### src/rtl/mem_pkg.sv
// Shared encodings and request-entry layout for the core memory request port.
package mem_pkg;

  localparam logic W_BYTE = 1'b0;
  localparam logic W_WORD = 1'b1;
  localparam logic CMD_RD = 1'b0;
  localparam logic CMD_WR = 1'b1;

  localparam int unsigned ADDR_W = 16;
  localparam int unsigned DATA_W = 16;

  typedef enum logic [1:0] {
    ST_IDLE,
    ST_LO,
    ST_HI,
    ST_RESP
  } mem_state_e;

  // 35-bit queue entry: addr16, data16, width, cmd, tag (MSB to LSB)
  typedef struct packed {
    logic [ADDR_W-1:0] addr;
    logic [DATA_W-1:0] data;
    logic              width;
    logic              cmd;
    logic              tag;
  } mem_req_t;

  localparam int unsigned REQ_W = $bits(mem_req_t);

endpackage

### src/rtl/mem_req_fifo.sv
// Synchronous request FIFO; a pop on the same edge frees a slot for a push when full.
module mem_req_fifo #(
  parameter int unsigned QDEPTH = 2,
  parameter int unsigned W      = 35
) (
  input  logic                        clk,
  input  logic                        rst_n,
  input  logic                        push_i,
  input  logic                        pop_i,
  input  logic [W-1:0]                din_i,
  output logic [W-1:0]                dout_o,
  output logic                        full_o,
  output logic                        empty_o,
  output logic [$clog2(QDEPTH):0]     count_o
);

  localparam int unsigned PW = $clog2(QDEPTH);
  localparam int unsigned CW = PW + 1;

  logic [W-1:0]  mem_q [QDEPTH];
  logic [PW-1:0] wr_ptr_q;
  logic [PW-1:0] rd_ptr_q;
  logic [CW-1:0] cnt_q;
  logic          wr_en;
  logic          rd_en;

  assign empty_o = (cnt_q == '0);
  assign full_o  = (cnt_q == CW'(QDEPTH));
  assign count_o = cnt_q;
  assign dout_o  = mem_q[rd_ptr_q];

  assign rd_en = pop_i && !empty_o;
  assign wr_en = push_i && (!full_o || rd_en);

  always_ff @(posedge clk) begin
    if (!rst_n) begin
      wr_ptr_q <= '0;
      rd_ptr_q <= '0;
      cnt_q    <= '0;
    end else begin
      if (wr_en) wr_ptr_q <= wr_ptr_q + PW'(1);
      if (rd_en) rd_ptr_q <= rd_ptr_q + PW'(1);
      case ({wr_en, rd_en})
        2'b10:   cnt_q <= cnt_q + CW'(1);
        2'b01:   cnt_q <= cnt_q - CW'(1);
        default: cnt_q <= cnt_q;
      endcase
    end
  end

  always_ff @(posedge clk) begin
    if (wr_en) mem_q[wr_ptr_q] <= din_i;
  end

endmodule

### src/rtl/mem_port_unit.sv
// Core memory request responder: queues tagged requests, runs them as 1-2 byte
// cycles on the 8-bit external bus and returns read data as a tagged pulse.
module mem_port_unit
  import mem_pkg::*;
#(
  parameter int unsigned QDEPTH = 2,
  parameter int unsigned AW     = 16
) (
  input  logic          clk,
  input  logic          a_rst,
  input  logic [AW-1:0] mem_rq_addr,
  input  logic          mem_rq_prepare_addr,
  input  logic [15:0]   mem_rq_data,
  input  logic          mem_rq_start,
  input  logic          mem_rq_width,
  input  logic          mem_rq_cmd,
  input  logic          mem_t_id,
  output logic [15:0]   mem_data_in,
  output logic          mem_data_t_wr,
  output logic          mem_data_wr,
  output logic          core_hold,
  output logic          ovf_err,
  output logic [AW-1:0] bus_addr,
  output logic [7:0]    bus_dout,
  input  logic [7:0]    bus_din,
  output logic          bus_rd,
  output logic          bus_wr,
  input  logic          bus_ready
);

  mem_state_e         state_q, state_d;
  logic [AW-1:0]      mar_q;
  mem_req_t           act_q;
  mem_req_t           req_in;
  logic [7:0]         lo_q;
  logic [15:0]        res_q;
  logic               res_tag_q;
  logic               ovf_q;

  logic               fifo_full;
  logic               fifo_empty;
  logic [REQ_W-1:0]   fifo_dout;
  logic [REQ_W-1:0]   fifo_din;
  logic [$clog2(QDEPTH):0] fifo_count;
  logic               pop;

  always_comb begin
    req_in       = '0;
    req_in.addr  = mem_rq_prepare_addr ? mem_rq_addr : mar_q;
    req_in.data  = mem_rq_data;
    req_in.width = mem_rq_width;
    req_in.cmd   = mem_rq_cmd;
    req_in.tag   = mem_t_id;
  end

  assign fifo_din = req_in;
  assign pop      = (state_q == ST_IDLE) && !fifo_empty;

  mem_req_fifo #(
    .QDEPTH (QDEPTH),
    .W      (REQ_W)
  ) u_fifo (
    .clk     (clk),
    .rst_n   (a_rst),
    .push_i  (mem_rq_start),
    .pop_i   (pop),
    .din_i   (fifo_din),
    .dout_o  (fifo_dout),
    .full_o  (fifo_full),
    .empty_o (fifo_empty),
    .count_o (fifo_count)
  );

  assign core_hold     = (fifo_count == ($clog2(QDEPTH)+1)'(QDEPTH));
  assign ovf_err       = ovf_q;
  assign mem_data_in   = res_q;
  assign mem_data_t_wr = res_tag_q;

  always_comb begin
    state_d     = state_q;
    bus_addr    = '0;
    bus_dout    = '0;
    bus_rd      = 1'b0;
    bus_wr      = 1'b0;
    mem_data_wr = 1'b0;
    case (state_q)
      ST_IDLE: begin
        if (!fifo_empty) state_d = ST_LO;
      end
      ST_LO: begin
        bus_addr = act_q.addr;
        bus_dout = act_q.data[7:0];
        bus_rd   = (act_q.cmd == CMD_RD);
        bus_wr   = (act_q.cmd == CMD_WR);
        if (bus_ready) begin
          if (act_q.width == W_WORD)   state_d = ST_HI;
          else if (act_q.cmd == CMD_RD) state_d = ST_RESP;
          else                          state_d = ST_IDLE;
        end
      end
      ST_HI: begin
        bus_addr = act_q.addr + AW'(1);
        bus_dout = act_q.data[15:8];
        bus_rd   = (act_q.cmd == CMD_RD);
        bus_wr   = (act_q.cmd == CMD_WR);
        if (bus_ready) state_d = (act_q.cmd == CMD_RD) ? ST_RESP : ST_IDLE;
      end
      ST_RESP: begin
        mem_data_wr = 1'b1;
        state_d     = ST_IDLE;
      end
      default: state_d = ST_IDLE;
    endcase
  end

  always_ff @(posedge clk) begin
    if (!a_rst) begin
      state_q   <= ST_IDLE;
      mar_q     <= '0;
      act_q     <= '0;
      lo_q      <= '0;
      res_q     <= '0;
      res_tag_q <= 1'b0;
      ovf_q     <= 1'b0;
    end else begin
      state_q <= state_d;
      if (mem_rq_prepare_addr) mar_q <= mem_rq_addr;
      if (pop) act_q <= mem_req_t'(fifo_dout);
      if (mem_rq_start && fifo_full && !pop) ovf_q <= 1'b1;
      if (state_q == ST_LO && bus_ready) lo_q <= bus_din;
      // Result register is loaded on the edge into RESP and then holds.
      if (state_q != ST_RESP && state_d == ST_RESP) begin
        res_q     <= (state_q == ST_HI) ? {bus_din, lo_q} : {8'h00, bus_din};
        res_tag_q <= act_q.tag;
      end
    end
  end

endmodule
### config.mk
export PLATFORM = sky130hd
export DESIGN_NAME = mem_port_unit
export DESIGN_NICKNAME = d
export VERILOG_FILES = /design/src/rtl/mem_pkg.sv /design/src/rtl/mem_req_fifo.sv /design/src/rtl/mem_port_unit.sv
export SDC_FILE = /design/constraint.sdc
export NUM_CORES = 1
export LEC_CHECK = 0
export CORE_ASPECT_RATIO = 0.7
export CORE_MARGIN = 4
export CORE_UTILIZATION = 32
export DETAILED_ROUTE_END_ITERATION = 7
export GPL_TIMING_DRIVEN = 0
export PLACE_DENSITY = 0.52
export SLEW_MARGIN = 30
export SYNTH_ARGS = -nofsm -noshare
export SYNTH_HDL_FRONTEND = slang
export SYNTH_HIERARCHICAL = 1
export SYNTH_SLANG_ARGS = --single-unit
### constraint.sdc
create_clock -name clk -period 4.1 [get_ports clk]
set_input_delay 0.82 -clock clk [delete_from_list [all_inputs] [get_ports clk]]
set_output_delay 0.82 -clock clk [all_outputs]
set_load 0.02 [all_outputs]
# Word-level counts from Yosys, hierarchy flattened
# Memory sizes are Yosys's and may differ from the RTL's. A register that Yosys moved wholly into a read port is not among the register bits.
# Index checks and enable logic that the tools add are counted.
[op_classes] addsub=5 eq_ne=8 mux=16 bitwise=1 n_reduce_logical=16
[op_table] operator="16-bit 2-to-1 mux" n=2
[op_table] operator="16-bit case mux with 2 select lines" n=1
[op_table] operator="16-bit by 1-bit adder with 16-bit output, second input constant" n=1
[op_table] operator="8-bit case mux with 2 select lines" n=1
[op_table] operator="2-bit equality test, second input constant" n=5
[op_table] operator="2-bit 2-to-1 mux" n=5
[op_table] operator="2-bit case mux with 4 select lines" n=1
[op_table] operator="1-bit logical AND" n=7
[op_table] operator="1-bit 2-to-1 mux" n=5
[op_table] operator="2-bit by 1-bit equality test with 1-bit output, second input constant" n=2
[op_table] operator="1-bit logical NOT" n=4
[op_table] operator="2-bit logical NOT" n=2
[op_table] operator="2-bit case mux with 2 select lines" n=1
[op_table] operator="1-bit adder, second input constant" n=2
[op_table] operator="2-bit by 1-bit adder with 2-bit output, second input constant" n=1
[op_table] operator="2-bit inequality test, second input constant" n=1
[op_table] operator="2-bit nonzero test" n=1
[op_table] operator="2-bit OR reduction" n=1
[op_table] operator="2-bit by 1-bit subtractor with 2-bit output, second input constant" n=1
[op_table] operator="1-bit logical OR" n=1
[op_table] operator="1-bit NOT" n=1
[word_totals] regBits=48 ram_bits=70 inputBits=48 elab_cells=56 memories=1
[memory_table] memory="u_fifo.mem_q" words=2 width=35 rd=1 rd_ports_with_merged_regs=1 write_ports=1 line="mem_req_fifo.sv:20" rtl="logic [W-1:0] mem_q [QDEPTH];"

# Logic depth before layout (Yosys ltp)
[depth] word_depth=8 mapped_depth=10 ltp_nobuf=7

# By module
# Netlist, hierarchy kept.
[by_module_without_submodules] mod="mem_port_unit" n_inst=1 cells_each=456 area_each_um2=3862.5 seq_area_each_um2=1581.5
[by_module_without_submodules] mod="mem_req_fifo" n_inst=1 cells_each=139 area_each_um2=2902.8 seq_area_each_um2=2202.1

# Least setup slack after synthesis
# OpenSTA, ideal clock, no wires.
[synth_timing] path_type="flip-flop to flip-flop" start="register u_fifo.cnt_q[1] (netlist: u_fifo/count_o[1])" end="memory u_fifo.mem_q[0][0], enable pin" t_arrival_ns=2.978 required_ns=3.673 setup_slack_ns=0.695 stages_incl_launch_ff=8 n_path_buf=2 synth_period_minus_slack_ns=3.405 path_cell_list="dfxtp_1 -> nor2_1 -> nand2b_1 -> clkbuf_1 -> inv_2 -> clkbuf_1 -> o21ai_2 -> nor2_1"
[synth_via] elab_chain_cells=8
[synth_rtl] element="start, declared" line="mem_req_fifo.sv:23" rtl="logic [CW-1:0] cnt_q;"
[synth_rtl] element="start signal, assigned" line="mem_req_fifo.sv:44" rtl="2'b10: cnt_q <= cnt_q + CW'(1);"
[synth_rtl] element="start signal, assigned" line="mem_req_fifo.sv:45" rtl="2'b01: cnt_q <= cnt_q - CW'(1);"
[synth_rtl] element="start signal, assigned" line="mem_req_fifo.sv:46" rtl="default: cnt_q <= cnt_q;"
[synth_rtl] element="2-bit logical NOT" line="mem_req_fifo.sv:27" rtl="assign empty_o = (cnt_q == '0);"
[synth_rtl] element="named net fifo_empty" line="mem_port_unit.sv:41" rtl="logic fifo_empty;"
[synth_rtl] element="1-bit logical NOT" line="mem_port_unit.sv:57" rtl="assign pop = (state_q == ST_IDLE) && !fifo_empty;"
[synth_rtl] element="1-bit logical AND" line="mem_port_unit.sv:57"
[synth_rtl] element="named net pop" line="mem_port_unit.sv:45" rtl="logic pop;"
[synth_rtl] element="1-bit logical AND" line="mem_req_fifo.sv:32" rtl="assign rd_en = pop_i && !empty_o;"
[synth_rtl] element="1-bit logical OR" line="mem_req_fifo.sv:33" rtl="assign wr_en = push_i && (!full_o || rd_en);"
[synth_rtl] element="1-bit logical AND" line="mem_req_fifo.sv:33"
[synth_rtl] element="1-bit 2-to-1 mux" line="mem_req_fifo.sv:52" rtl="if (wr_en) mem_q[wr_ptr_q] <= din_i;"
[synth_rtl] element="1-bit 2-to-1 mux (not written as such)" line="mem_req_fifo.sv:52"
[synth_rtl] element="end, declared" line="mem_req_fifo.sv:20"
# The timed path passes the listed nets, and every way through them passes these cells.

# Worst setup path in the final report
[layout_timing] start="register state_q[0]" end="output bus_addr[1]"
[layout_via] elab_chain_cells=2
[layout_rtl] element="start, declared" line="mem_port_unit.sv:31" rtl="mem_state_e state_q, state_d;"
[layout_rtl] element="start signal, assigned" line="mem_port_unit.sv:126" rtl="state_q <= state_d;"
[layout_rtl] element="2-bit equality test or 2-bit by 1-bit equality test with 1-bit output (tied branches)" line="mem_port_unit.sv:86" rtl="case (state_q)"
[layout_rtl] element="16-bit case mux with 2 select lines *" line="mem_port_unit.sv:86"
[layout_rtl] element="end, declared" line="mem_port_unit.sv:23" rtl="output logic [AW-1:0] bus_addr,"
# Mark *: on every way between the ends. The rest lies on a longest branch, timed or not.

==> run summary <==
Crit end category - output port
WP buf/inv - 5
Setup TNS - 0 ps
Main synth FF type - dfxtp_1
Syn nets - 649
Vias in the first global route - 4,753
Final hold violations - 0
Max Cap Violations - 0
Final Cycle Share - 95.2%
Buffer depth of the longest clock path - 2
Clock Power Share - 36.9%
Drt first pass iters - 4
Final Wtd Congestion - 0.844
Most frequent cells in the layout - nand2_1 (104), clkdlybuf4s50_1 (92), dfxtp_1 (84)
Ant diodes - 0
Hold_buf cts - 0
Worst EP required - 3280 ps
Port-buffer cells - 92
Synth Instances - 595
Ys Warns - 6
DRT antenna net count - 0
Gr usage total - 14.6%
Psw - 0.00122 W
Async set-reset flop share out of synthesis - 0%
Fraction of layout cells with a size suffix above 1 - 14.7%
Row cnt - 44
Crit-path max FO - 10
Synthesized flop and latch total - 154
Min-Delay Path Class - flop to flop
WHS - 467 ps
Initial Utilization - 32.6%
CP max-delay cell - clkdlybuf4s50_1
P_int - 0.00297 W
Sequential element share of the synthesized area - 55.9%
Max Slew Vio Count - 0
Met2 usage - 22.1%
Fmax - 256 MHz
H-tree levels - 4
Setup CP Type - flop to output port
Die area - 23,600 um^2
CTS clock-pin slew for the worst setup and hold paths - 70 ps
Clock buffer count from CTS - 17
Top delay family on crit path - buffers and inverters
Hpwl dp - 12,700 um
I/O pin count - 94
Pwr dens - 482 nW/um^2
Crit-path cells - inv_1 > ha_1 > inv_1 > clkbuf_1 > buf_1 > nor2_1 > clkdlybuf4s50_1
Synth cell types - 50
Total clock sinks - 154
PostCTS Resize Cnt - 0
Max VDD drop - 0.244 mV
Die X - 182 um
Area growth, synth to finish - 28.4%
CTS tree - yes
Post-Place Cells - 965
Worst clock skew - 9.22 ps
First-pass GRT wire length - 26,200 um
Met1 GRT Util - 20.4%
Max_slew headroom - 55.2%
Commonest non-fill, non-tap cell in the layout - nand2_1
Final Instance Count excl. Fillers - 997
Gr busiest metal - met2
Worst Max-Slew Pin Slew - 671 ps
CP most frequent cell - inv_1
Sw Ratio - 29.1%
Logic gate share of total power - 19.1%
Clock tree root buffer cell - clkbuf_16
Die height - 130 um
Largest net degree at the start of global routing - 19
Routed WL per cell - 17.3 um
RSZ-0062 raised after global routing - no
Startpoint Class - flop
EDFF count, synth - 70
Tot Pwr - 0.00418 W
Area of the mapped netlist - 6770 um^2
Status - complete, no violations
Highest cell delay on the worst timing path - 570 ps
R2R depth - 8
Latest clock arrival within the worst-skew pair - 430 ps
Met3 global-route usage - 4.04%
Fin crit period - 3900 ps
Reg power frac - 44.0%
Postcts setup bufs - 0
Mean post-synth cell area - 11.4 um^2
Vias - 4,829
Filler cell count - 1,970
Crit path arrival time - 3080 ps
Iteration-0 DRC Markers - 345
Vias per std cell - 4.84
Static leakage - 3.06 nW
Final global-route overflow total - 0
Crit path depth - 7
Final nets - 762
Initial antenna violation count - 0
Hold path depth - 2
DRT Wirelength - 17,200 um
Final Setup Violations - 0
Core area - 20,800 um^2
Residual DRC - 0
[area by class of cell]
class | count | area (um^2) | share of cell area [%]
timing repair buffer | 94 | 976 | 11.2
inverter | 9 | 33.8 | 0.389
clock inverter | 15 | 158 | 1.82
buffer | 39 | 213 | 2.45
clock buffer | 17 | 425 | 4.90
multi-input combinational | 393 | 2750 | 31.7
sequential | 154 | 3780 | 43.6
tap | 276 | 345 | 3.98
[tightest hold or removal path, stage by stage, from the launching register on]
cell and delay [ps]:
dfxtp_1 320, nand2_1 50, mux2i_1 50
[path summary, 6_finish.rpt]
kind                                                      from                            end  slack (ps)
worst max register to register  u_fifo/count_o[1]$_SDFFE_PN0P_  u_fifo/mem_q[0][28]$_DFFE_PP_         940
worst max-delay path                     state_q[0]$_SDFF_PN0_                    bus_addr[1]         200
worst min-delay path              mem_data_in[10]$_SDFFE_PN0P_   mem_data_in[10]$_SDFFE_PN0P_         470
worst min register to register    mem_data_in[10]$_SDFFE_PN0P_   mem_data_in[10]$_SDFFE_PN0P_         470
[routing by layer]
layer  vias to the layer above  part of all wire [%]
met3                        17                   5.2
met5                         -                     0
li1                       2367                     -
met4                         0                   1.4
met1                      2331                    50
met2                       114                    43
[synthesized netlist by cell type (5+ instances only)]
cell type	n	share of area [%]
and2_1	20	1.8
dfxtp_1	84	25
nor2b_1	5	0.46
a21oi_1	11	0.81
mux2i_1	18	2.7
nand2_1	104	5.8
nand3_1	23	1.7
edfxtp_1	70	31
clkbuf_1	24	1.3
inv_1	6	0.33
nor2_1	21	1.2
a21boi_0	44	4.9
o21ai_0	9	0.67
buf_6	8	1.3
a31oi_1	7	0.65
nand4_1	12	1.1
mux2_4	30	6.7
o211a_1	10	1.5
a22oi_1	9	1.0
ha_1	6	1.1
buf_2	5	0.37
mux2_2	21	3.5
[flip-flops by register name, indices dropped and copies added, names as in the netlist, named ones only]
| name | flops |
|---|---|
| u_fifo/mem_q | 70 |
| act_q | 35 |
| mar_q | 16 |
| mem_data_in | 16 |
| lo_q | 8 |
| state_q | 2 |
| u_fifo/count_o | 2 |
| mem_data_t_wr | 1 |
| ovf_err | 1 |
| u_fifo/rd_ptr_q | 1 |
| u_fifo/wr_ptr_q | 1 |
[power groups by stage]
stage | registers [W] | clock network, W | logic (W)
2_1_floorplan | 0.00187 | 0 | 0.000506
6_report | 0.00184 | 0.00154 | 0.000799
3_5_place_dp | 0.00187 | 0 | 0.000806
5_1_grt | 0.00185 | 0.00164 | 0.000878
4_1_cts | 0.00184 | 0.00158 | 0.000810
3_3_place_gp | 0.00187 | 0 | 0.000778
[metrics by stage]
stage | area (um^2) | util (%) | setup slack (ps)
after floorplan | 6770 | - | 695
final | 8680 | 41.8 | 197
after global routing | 8680 | 41.8 | 15.1
after CTS | 8680 | 41.8 | 173
after detailed placement | 8100 | 39.0 | 638
after global placement | 8030 | 38.7 | -978
[cells by family (layout without fill, tap and decap cells)]
group                      after synthesis  after routing  share of synthesized area, %
AOI/OAI and AO/OA                      112            112                          12.2
xor gates and xnor gates                 1              1                         0.129
adders and majority gates                6              6                          1.11
buffers and inverters                   48            174                          3.64
DFF                                    154            154                          55.9
muxes                                   69             69                          12.8
and+or+nand+nor                        205            205                          14.2
No activity file was read; power rests on OpenSTA's default activity.
